`src/rtl/toggle_event_tx_pkg.sv`:
```
`default_nettype none
// ============================================================================
// Module   : toggle_event_pkg
// Purpose  : Shared types and helpers for the toggle-encoded event transmitter.
// Revision : 1.0 - initial release
// ============================================================================
package toggle_event_pkg;

  // Transmit FSM: IDLE has no hold window running, HOLD spaces out toggles.
  typedef enum logic [0:0] {
    TX_IDLE = 1'b0,
    TX_HOLD = 1'b1
  } tx_state_t;

  // Hold counter width: enough bits for HOLD_CYCLES-1, never less than one.
  function automatic int hold_cnt_w(input int hold_cycles);
    return (hold_cycles <= 2) ? 1 : $clog2(hold_cycles);
  endfunction

endpackage : toggle_event_pkg
`default_nettype wire

```
`src/rtl/toggle_event_tx_if.sv`:
```
`default_nettype none
// ============================================================================
// Module   : toggle_event_tx_if
// Purpose  : Event handshake plus encoded level line of the transmitter.
//            master = event source / observer, slave = transmitter.
// Revision : 1.0 - initial release
// ============================================================================
interface toggle_event_tx_if #(
  parameter int PEND_W = 4
);

  logic              ev_valid;
  logic              ev_ready;
  logic              sig_out;
  logic              busy;
  logic [PEND_W-1:0] pending;

  modport master (
    output ev_valid,
    input  ev_ready,
    input  sig_out,
    input  busy,
    input  pending
  );

  modport slave (
    input  ev_valid,
    output ev_ready,
    output sig_out,
    output busy,
    output pending
  );

endinterface : toggle_event_tx_if
`default_nettype wire

```
`src/rtl/toggle_event_tx_hold_timer.sv`:
```
`default_nettype none
// ============================================================================
// Module   : hold_timer
// Purpose  : Down-counter that measures the minimum spacing between toggles.
//            'load' restarts the window at HOLD_CYCLES-1; 'expired' is high
//            once the count has reached zero.
// Revision : 1.0 - initial release
// ============================================================================
module hold_timer
  import toggle_event_pkg::*;
#(
  parameter int HOLD_CYCLES = 4
) (
  input  wire  clk,
  input  wire  rst,
  input  wire  load,
  output logic expired
);

  localparam int                 c_CNT_W  = hold_cnt_w(HOLD_CYCLES);
  localparam logic [c_CNT_W-1:0] c_RELOAD = c_CNT_W'(HOLD_CYCLES - 1);

  logic [c_CNT_W-1:0] r_cnt;

  // Reload on a toggle, otherwise count down and park at zero.
  always_ff @(posedge clk) begin
    if (rst) begin
      r_cnt <= '0;
    end else if (load) begin
      r_cnt <= c_RELOAD;
    end else if (r_cnt != '0) begin
      r_cnt <= r_cnt - c_CNT_W'(1);
    end
  end

  assign expired = (r_cnt == '0);

endmodule : hold_timer
`default_nettype wire

```
`src/rtl/toggle_event_tx.sv`:
```
`default_nettype none
// ============================================================================
// Module   : toggle_event_tx
// Purpose  : Converts discrete events into single toggles of a level line,
//            spacing toggles at least HOLD_CYCLES clocks apart and queueing
//            early events in a saturating pending counter.
// Revision : 1.0 - initial release
// ============================================================================
module toggle_event_tx
  import toggle_event_pkg::*;
#(
  parameter int HOLD_CYCLES = 4,
  parameter int PEND_W      = 4
) (
  input  wire                      clk,
  input  wire                      rst,
  toggle_event_tx_if.slave         bus
);

  localparam logic [PEND_W-1:0] c_PEND_FULL = {PEND_W{1'b1}};

  tx_state_t         r_state;
  tx_state_t         w_state_nxt;
  logic [PEND_W-1:0] r_pending;
  logic              r_sig;
  logic              w_emit;
  logic              w_accept;
  logic              w_expired;
  logic              w_ready;
  logic              w_has_pend;

  // Readiness depends on the registered counter only, so there is no
  // combinational path from ev_valid back to ev_ready.
  assign w_ready    = (r_pending != c_PEND_FULL);
  assign w_has_pend = (r_pending != '0);
  assign w_accept   = bus.ev_valid && w_ready;

  hold_timer #(
    .HOLD_CYCLES (HOLD_CYCLES)
  ) u_hold_timer (
    .clk     (clk),
    .rst     (rst),
    .load    (w_emit),
    .expired (w_expired)
  );

  // FSM state register.
  always_ff @(posedge clk) begin
    if (rst) begin
      r_state <= TX_IDLE;
    end else begin
      r_state <= w_state_nxt;
    end
  end

  // Next-state and emit decode: a toggle is issued whenever no hold window
  // is running (IDLE, or HOLD with the timer expired) and work is pending.
  always_comb begin
    w_state_nxt = r_state;
    w_emit      = 1'b0;
    case (r_state)
      TX_IDLE: begin
        if (w_has_pend) begin
          w_emit      = 1'b1;
          w_state_nxt = TX_HOLD;
        end
      end
      TX_HOLD: begin
        if (w_expired) begin
          if (w_has_pend) begin
            w_emit = 1'b1;
          end else begin
            w_state_nxt = TX_IDLE;
          end
        end
      end
      default: begin
        w_state_nxt = TX_IDLE;
      end
    endcase
  end

  // Pending counter: accept and emit at the same edge cancel out. Accept is
  // gated by ready and emit by nonzero, so the counter can never wrap.
  always_ff @(posedge clk) begin
    if (rst) begin
      r_pending <= '0;
    end else begin
      case ({w_accept, w_emit})
        2'b10:   r_pending <= r_pending + PEND_W'(1);
        2'b01:   r_pending <= r_pending - PEND_W'(1);
        default: r_pending <= r_pending;
      endcase
    end
  end

  // Encoded level line: one toggle per emitted event.
  always_ff @(posedge clk) begin
    if (rst) begin
      r_sig <= 1'b0;
    end else if (w_emit) begin
      r_sig <= ~r_sig;
    end
  end

  assign bus.ev_ready = w_ready;
  assign bus.sig_out  = r_sig;
  assign bus.pending  = r_pending;
  assign bus.busy     = (r_state != TX_IDLE) || w_has_pend;

endmodule : toggle_event_tx
`default_nettype wire

```
`src/flat_wrapper.sv`:
```
// flat-port wrapper written by rule: the top's interface ports become plain ports
module toggle_event_tx_flat import toggle_event_pkg::*;
#(
  parameter int HOLD_CYCLES = 4,
  parameter int PEND_W      = 4
)
  (clk, rst, bus_ev_valid, bus_ev_ready, bus_sig_out, bus_busy, bus_pending);
  toggle_event_tx_if #(.PEND_W(PEND_W)) bus_i ();
  input  wire clk;
  input  wire rst;
  input wire logic [$bits(bus_i.ev_valid)-1:0] bus_ev_valid;
  output wire logic [$bits(bus_i.ev_ready)-1:0] bus_ev_ready;
  output wire logic [$bits(bus_i.sig_out)-1:0] bus_sig_out;
  output wire logic [$bits(bus_i.busy)-1:0] bus_busy;
  output wire logic [$bits(bus_i.pending)-1:0] bus_pending;
  assign bus_i.ev_valid = bus_ev_valid;
  assign bus_ev_ready = bus_i.ev_ready;
  assign bus_sig_out = bus_i.sig_out;
  assign bus_busy = bus_i.busy;
  assign bus_pending = bus_i.pending;
  toggle_event_tx #(.HOLD_CYCLES(HOLD_CYCLES), .PEND_W(PEND_W)) u_core (.clk(clk), .rst(rst), .bus(bus_i));
endmodule
```
`config.mk`:
```
export PLATFORM = sky130hd
export DESIGN_NAME = toggle_event_tx_flat
export DESIGN_NICKNAME = d
export VERILOG_FILES = /design/src/rtl/toggle_event_tx_pkg.sv /design/src/rtl/toggle_event_tx_if.sv /design/src/rtl/toggle_event_tx_hold_timer.sv /design/src/rtl/toggle_event_tx.sv /design/src/flat_wrapper.sv
export SDC_FILE = /design/constraint.sdc
export NUM_CORES = 1
export LEC_CHECK = 0
export CAP_MARGIN = 20
export CORE_AREA = 2 2 39 41
export DETAILED_ROUTE_END_ITERATION = 10
export DIE_AREA = 0 0 41 43
export HOLD_SLACK_MARGIN = 0.08
export SETUP_SLACK_MARGIN = 0.02
export SLEW_MARGIN = 20
export SYNTH_ARGS = -nofsm -noshare
export SYNTH_HDL_FRONTEND = slang
export SYNTH_HIERARCHICAL = 1
export SYNTH_SLANG_ARGS = --single-unit
```
`constraint.sdc`:
```
create_clock -name clk -period 4.1 [get_ports clk]
set_clock_uncertainty 0.1 [all_clocks]
set_input_delay 0.82 -clock clk [delete_from_list [all_inputs] [get_ports clk]]
set_output_delay 0.82 -clock clk [all_outputs]
set_load 0.02 [all_outputs]
```
# Yosys cells after proc, flatten, opt, wreduce, memory -nomap -nowiden
# Index checks and enable logic that the tools add are counted.
# W data, S select, Z words.
totals:
  in_bits: 3
  regBits: 8
classes:
  mux: 8
  reduce_logical: 7
  n_addsub: 3
  n_eq_ne: 3
  n_bitwise: 2
op_table:
  columns: ["cell", "n"]
  rows:
  - ["$pmux W4 S2", 1]
  - ["$reduce_bool A2 Y1", 3]
  - ["$add A4 B1 Y4 const B", 1]
  - ["$mux W2", 2]
  - ["$ne A4 B4 Y1 const B", 1]
  - ["$pmux W1 S2", 2]
  - ["$reduce_bool A4 Y1", 1]
  - ["$sub A4 B1 Y4 const B", 1]
  - ["$mux W1", 3]
  - ["$eq A2 B1 Y1 const B", 1]
  - ["$eq A2 B2 Y1 const B", 1]
  - ["$logic_not A2 Y1", 1]
  - ["$not A1 Y1", 2]
  - ["$sub A2 B1 Y2 const B", 1]
  - ["$logic_and A1 B1 Y1", 1]
  - ["$logic_or A1 B1 Y1", 1]

# Depth between registers and ports, before layout
# Gate-level depths: netlist of the first run.
depth:
  word_depth: 6
  ltp_mapped: 11
  ltp_nobuf: 11

# By module
# The synthesis of the first run kept the hierarchy.
by_module_without_submodules:
  columns: ["mod", "instances", "area_per_inst_um2", "seq_area_each_um2", "cells_each"]
  rows:
  - ["toggle_event_tx", 1, 352.8, 120.1, 37]
  - ["hold_timer", 1, 96.3, 40.0, 10]

# Worst setup path after synthesis of the first run
# Ideal clock, no wire load.
synth_path:
  kind: "reg2reg"
  start: "register u_core.r_pending[0] (netlist: u_core/bus.pending[0])"
  end: "register u_core.r_pending[3] (netlist: u_core/bus.pending[3])"
  arrival_time_ns: 2.301
  t_required_ns: 3.877
  setup_slack_ns: 1.576
  path_buffers: 0
  path_stages_with_launch: 7
  setup_time_ns: 0.123
  cell_sequence: "dfxtp_1 -> nor4_1 -> nor2b_1 -> ha_1 -> or3_2 -> o32ai_2 -> mux2_1"
synth_between:
  elab_chain_cells: 6
  word_cells_on_any_way: 12
  classes_between: "2 x add/sub; 3 x eq/ne; 4 x mux; 3 x reduce/logical"
synth_rtl:
  columns: ["item", "line", "text"]
  rows:
  - ["start: declaration", "toggle_event_tx.sv:24", "logic [PEND_W-1:0] r_pending;"]
  - ["start signal: assignment", "toggle_event_tx.sv:90", "2'b10: r_pending <= r_pending + PEND_W'(1);"]
  - ["start signal: assignment", "toggle_event_tx.sv:91", "2'b01: r_pending <= r_pending - PEND_W'(1);"]
  - ["start signal: assignment", "toggle_event_tx.sv:92", "default: r_pending <= r_pending;"]
  - ["$reduce_bool A4 Y1 *", "toggle_event_tx.sv:35", "assign w_has_pend = (r_pending != '0);"]
  - ["$mux W1 *", "toggle_event_tx.sv:63, toggle_event_tx.sv:70", null]
  - ["$mux W1", "toggle_event_tx.sv:69", "if (w_expired) begin"]
  - ["$pmux W1 S2 *", "toggle_event_tx.sv:61", "case (r_state)"]
  - ["named net u_core.w_emit", "toggle_event_tx.sv:26", "logic w_emit;"]
  - ["$eq A2 B1 Y1 / $eq A2 B2 Y1 (equally long branches)", "toggle_event_tx.sv:89", "case ({w_accept, w_emit})"]
  - ["$pmux W4 S2 / $reduce_bool A2 Y1 (equally long branches)", null, null]
# The timed path passes the listed nets; every way through them passes the cells marked *.
# A chain may end at the register's enable or synchronous reset.

# Final worst setup path of the first run
# Same ends and word-level chain as after synthesis.

==> results.py, run 1 <==
metrics = {
    "run_status": {
        "outcome": "finished, final reports clean",
    },
    "power_and_ir_drop": {
        "p_sw_share_pct": 43.2,
        "powerDensity_nw_per_um2": 1010,
        "peakVddDrop_uv": 238,
        "p_leak_nw": 0.246,
        "combPwrFrac_pct": 63.6,
        "p_int_uw": 333,
        "p_switching_uw": 253,
        "p_seq_share_pct": 26.3,
        "clkPwrFrac_pct": 10.1,
    },
    "layout": {
        "diodes": 0,
        "area_growth_pct": 29.5,
        "nNetsFinal": 68,
        "drive_gt1_share_pct": 10.2,
        "final_area_um2": 582,
    },
    "yosys": {
        "synth_seq_cells": 8,
        "synth_edf_count": 0,
        "synth.top_cell.area_share_pct": 35.7,
        "avgSynthCellArea_um2": 9.56,
        "synth_nets": 54,
        "synth_top_flop_cell": "dfxtp_1",
        "netlist_instances": 47,
        "async_flop_share_pct": 0,
        "yosys_warnings": 6,
        "seq_area_frac_synth_pct": 35.7,
        "synth_area_leader_cell": "dfxtp_1",
        "yosysUniqueCellTypes": 21,
        "synth_area_leaders": "dfxtp_1, ha_1, mux2i_1",
        "syn-cell-area_um2": 449,
    },
    "die": {
        "core_area_um2": 1380,
        "die-area_um2": 1760,
        "initial_utilization_pct": 32.5,
        "die_x_um": 41,
        "core.rowCount": 14,
        "io_pins": 10,
        "die_y_um": 43,
    },
    "worst_hold_path": {
        "min_delay_path_depth": 2,
        "hold_path.class": "register to register",
    },
    "detailed_routing": {
        "wl_per_cell_um": 11.5,
        "via_count": 343,
        "drt-pass1-iter-count": 2,
        "routed_wl_um": 864,
        "via_per_inst": 4.57,
        "first_iter_violations": 8,
        "post-route-drc-count": 0,
        "ant_nets": 0,
    },
    "clock_tree": {
        "clockBufferDepth": 2,
        "root_buffer": "clkbuf_4",
        "cts_buffers": 3,
        "clk_latency_ns": 0.25,
        "cts.sinks": 8,
        "cts_hold_buffers": 0,
        "cts_max_level": 1,
        "cts.reportedPaths.clkPinSlew_ns": 0.06,
        "post_cts_resized": 0,
        "cts_tree": "done",
        "postCtsSetupBuffers": 0,
    },
    "timing": {
        "slew_headroom_pct": 69.2,
        "period_share_pct": 65.7,
        "period_minus_slack_ns": 2.69,
        "tns_ns": 0,
        "final_hold_viol_count": 0,
        "setup_viol_count_final": 0,
        "finalMaxSlewViolations": 0,
        "max_freq_mhz": 371,
        "rsz0062_at_grt": "false",
        "tightest_slew_ns": 0.461,
    },
    "worst_setup_path": {
        "critPathMaxStageDelay_ns": 0.50,
        "cp-start-kind": "register",
        "criticalPathCategory": "register to register",
        "crit_family": "simple AND/OR/NAND/NOR gates",
        "worstPathRequired_ns": 4.13,
        "path_cells": "nor4_1 > nor2b_1 > ha_1 > or3_2 > o32ai_2 > mux2_1",
        "r2r_setup_slack_ns": 1.41,
        "arrival_ns": 2.73,
        "crit_buf_inv": 0,
        "slowest_stage": "or3_2",
        "rr_worst_depth": 6,
        "worst-path-max-fanout": 7,
        "crit_cells": 6,
        "end_kind": "register",
    },
    "grt": {
        "grt-ovfl-total": 0,
        "grt_pass1_wl_um": 1500,
        "antenna_found_initial": 0,
        "grt_pass1_vias": 323,
        "gr-usage-all-layers_pct": 12.9,
        "grt_max_degree": 10,
    },
    "placed_design": {
        "dpl_cell_area_um2": 559,
        "place_congestion": 0.679,
        "io_buffer_count": 9,
        "hpwlAfterDp_um": 571,
    },
    "job": {
        "drv_cap": 0,
    },
}
-- sequential cells by signal, indices dropped and copies added (netlist names) --
register                   count
u_core/u_hold_timer/r_cnt      2
u_core/r_state                 1
u_core/bus.pending             4
u_core/bus.sig_out             1
-- cells by family after synthesis --
| family | after synthesis | synth area share (%) |
|---|---|---|
| AOI/OAI and AO/OA | 6 | 10.3 |
| adders and majority gates | 4 | 11.1 |
| DFF | 8 | 35.7 |
| buffers and inverters | 2 | 1.67 |
| and+or+nand+nor | 17 | 19.8 |
| xor gates and xnor gates | 5 | 9.75 |
| muxes | 5 | 11.7 |
-- tightest hold or removal path, cell delays in order (launching register included) --
cell      delay [ns]
dfxtp_1         0.30
nand2b_1        0.07
a21oi_1         0.06
-- cell usage after synthesis, drive strengths merged (2+ instances only) --
library cell and count:
nor2 6, xnor2 2, xor2 3, or3 2, mux2i 3, dfxtp 8, inv 2, nand2b 2
a21oi 3, mux2 2, ha 4, nor2b 3
-- power groups by stage --
stage               combinational [mW]  sequential [mW]  clock [mW]
finish                           0.372            0.154      0.0592
global route                     0.423            0.161      0.0631
CTS                              0.374            0.154      0.0598
detailed placement               0.366            0.156           0
global placement                 0.364            0.155           0
floorplan                        0.249            0.171           0
-- routing by layer --
metal	vias up	track usage (%)	part of all wire [%]
li1	187	-	-
met1	151	20.6	53
met2	5	14.7	45
met3	0	3.14	2.0
met4	0	8.00	0
met5	-	0	0
-- layout make-up --
type,instances,area (um2)
Clock buffer,3,22.5
Fill cell,139,802
Inverter,2,7.51
Multi-Input combinational cell,37,282
Sequential cell,8,160
Tap cell,16,20.0
Timing Repair Buffer,9,90.1
-- metrics by stage --
stage / power, mW / hold WS (ns) / setup slack, ns / std cells / util, %
final: 0.585 / 0.386 / 1.41 / 75 / 42.0
after global routing: 0.647 / 0.439 / 1.16 / 75 / 42.0
after detailed placement: 0.521 / 0.383 / 1.24 / 72 / 40.4
after floorplan: 0.420 / 0.354 / 1.58 / 47 / -
after global placement: 0.520 / 0.379 / 1.25 / 72 / 40.4
after CTS: 0.587 / 0.391 / 1.40 / 75 / 42.0
-- cells in the final DEF (no fill, tap or decap), types with 2 or more instances in the layout --
cell and count:
nor2_1 6, inv_1 2, nand2b_1 2, nor2b_1 3, mux2i_1 3, ha_1 4
xnor2_1 2, dfxtp_1 8, clkdlybuf4s50_1 9, clkbuf_4 3, a21oi_1 3, xor2_1 3
-- path summary, 6_finish.rpt --
path	end	startpoint
worst max register to register	u_core/bus.pending[3]	u_core/bus.pending[0]
worst min-delay path	u_core/r_state	u_core/r_state
worst min register to register	u_core/r_state	u_core/r_state
worst max-delay path	u_core/bus.pending[3]	u_core/bus.pending[0]
(Power assumes the default switching activity.)
==> inputs of run 2 (changes only) <==
- clock period: 4.1 -> 2.6 ns (I/O delays scaled with it)
==> results.py, run 2 (synthesis gave the netlist of run 1 again) <==
metrics = {
    "detailed_routing": {
        "ant_nets": 0,
        "post-route-drc-count": 0,
        "via_per_inst": 4.73,
        "first_iter_violations": 1,
        "via_count": 388,
        "drt-pass1-iter-count": 2,
        "wl_per_cell_um": 10.2,
        "routed_wl_um": 836,
    },
    "timing": {
        "hold_ws_ns": 0.386,
        "finalMaxSlewViolations": 0,
        "tightest_slew_ns": 0.327,
        "period_share_pct": 92.6,
        "slew_headroom_pct": 78.1,
        "tns_ns": 0,
        "period_minus_slack_ns": 2.41,
        "setup_viol_count_final": 0,
        "final_hold_viol_count": 0,
        "rsz0062_at_grt": "false",
        "setup_slack_ns": 0.192,
        "max_freq_mhz": 415,
    },
    "clock_tree": {
        "cts_tree": "done",
        "post_cts_resized": 0,
        "cts_max_level": 1,
        "clk_latency_ns": 0.26,
        "clockBufferDepth": 2,
        "root_buffer": "clkbuf_4",
        "cts_buffers": 3,
        "postCtsSetupBuffers": 0,
        "cts.sinks": 8,
        "cts_hold_buffers": 0,
        "cts.reportedPaths.clkPinSlew_ns": 0.06,
    },
    "worst_setup_path": {
        "worst-path-max-fanout": 3,
        "criticalPathCategory": "register to register",
        "cp-start-kind": "register",
        "worstPathRequired_ns": 2.64,
        "r2r_setup_slack_ns": 0.19,
        "arrival_ns": 2.45,
        "end_kind": "register",
    },
    "power_and_ir_drop": {
        "peakVddDrop_uv": 438,
        "clkPwrFrac_pct": 9.4,
        "combPwrFrac_pct": 69.9,
        "p_int_uw": 610,
        "p_leak_nw": 0.281,
        "p_seq_share_pct": 20.7,
        "powerDensity_nw_per_um2": 1600,
        "p_switching_uw": 407,
        "p_sw_share_pct": 40.0,
        "total_power_mw": 1.02,
    },
    "die": {
        "die_x_um": 41,
        "core.rowCount": 14,
        "core_area_um2": 1380,
        "initial_utilization_pct": 32.5,
        "io_pins": 10,
        "die-area_um2": 1760,
        "die_y_um": 43,
    },
    "placed_design": {
        "dp.cells": 79,
        "place_congestion": 0.641,
        "hpwlAfterDp_um": 625,
        "dpl_worst_slack_ns": 0.112,
        "dpl_cell_area_um2": 612,
        "io_buffer_count": 9,
    },
    "layout": {
        "final_cells": 82,
        "nNetsFinal": 75,
        "final_common_cell": "clkdlybuf4s50_1",
        "final_area_um2": 634,
        "diodes": 0,
        "final_util_pct": 45.8,
        "final_cell_mix": "clkdlybuf4s50_1, dfxtp_1, buf_4",
        "drive_gt1_share_pct": 19.7,
        "area_growth_pct": 41.2,
        "largest_reg_flops": 4,
    },
    "grt": {
        "gr-usage-all-layers_pct": 12.6,
        "grt-ovfl-total": 0,
        "grt_max_degree": 10,
        "antenna_found_initial": 0,
        "grt_pass1_vias": 342,
        "grt_pass1_wl_um": 1420,
    },
    "run_status": {
        "outcome": "finished, final reports clean",
    },
    "job": {
        "drv_cap": 0,
    },
    "worst_hold_path": {
        "hold_path.class": "register to register",
    },
}
-- run 2: cell count changes in the layout (fill, tap and decap cells not counted), sizes merged --
cell | previous run | this run
buf | 0 | 7
-- run 2: cell type report --
class	instances	area [um2]
fill	145	749
inverter	2	7.51
multi-input combinational	37	282
timing repair buffer	16	143
sequential	8	160
tap	16	20.0
clock buffer	3	22.5
-- run 2: power groups by stage --
stage          combinational [mW]  clock [mW]  sequential [mW]
6_report                    0.710      0.0958            0.210
5_1_grt                     0.790       0.105            0.217
4_1_cts                     0.716      0.0993            0.211
3_5_place_dp                0.712           0            0.213
3_3_place_gp                0.710           0            0.212
2_1_floorplan               0.393           0            0.269
-- run 2: per-layer routing --
layer	up-vias	routed length, um	track usage, %
met3	3	39	7.85
met2	8	398	15.9
met4	0	9	8.00
met1	176	389	15.3
met5	-	0	0
li1	201	-	-
-- run 2: final timing paths --
path / endpoint / start / depth (start not counted)
worst max-delay path: u_core/bus.pending[3] / u_core/u_hold_timer/r_cnt[0] / 8
worst min-delay path: u_core/r_state / u_core/r_state / 2
worst max register to register: u_core/bus.pending[3] / u_core/u_hold_timer/r_cnt[0] / 8
worst min register to register: u_core/r_state / u_core/r_state / 2
-- run 2: worst max-delay path: stages, from the launching register on --
cell and delay, ns:
dfxtp_1 0.34, inv_1 0.05, ha_1 0.23, nand2b_1 0.16
nor2b_1 0.17, ha_1 0.33, or3_2 0.46, o32ai_2 0.11
mux2_1 0.34
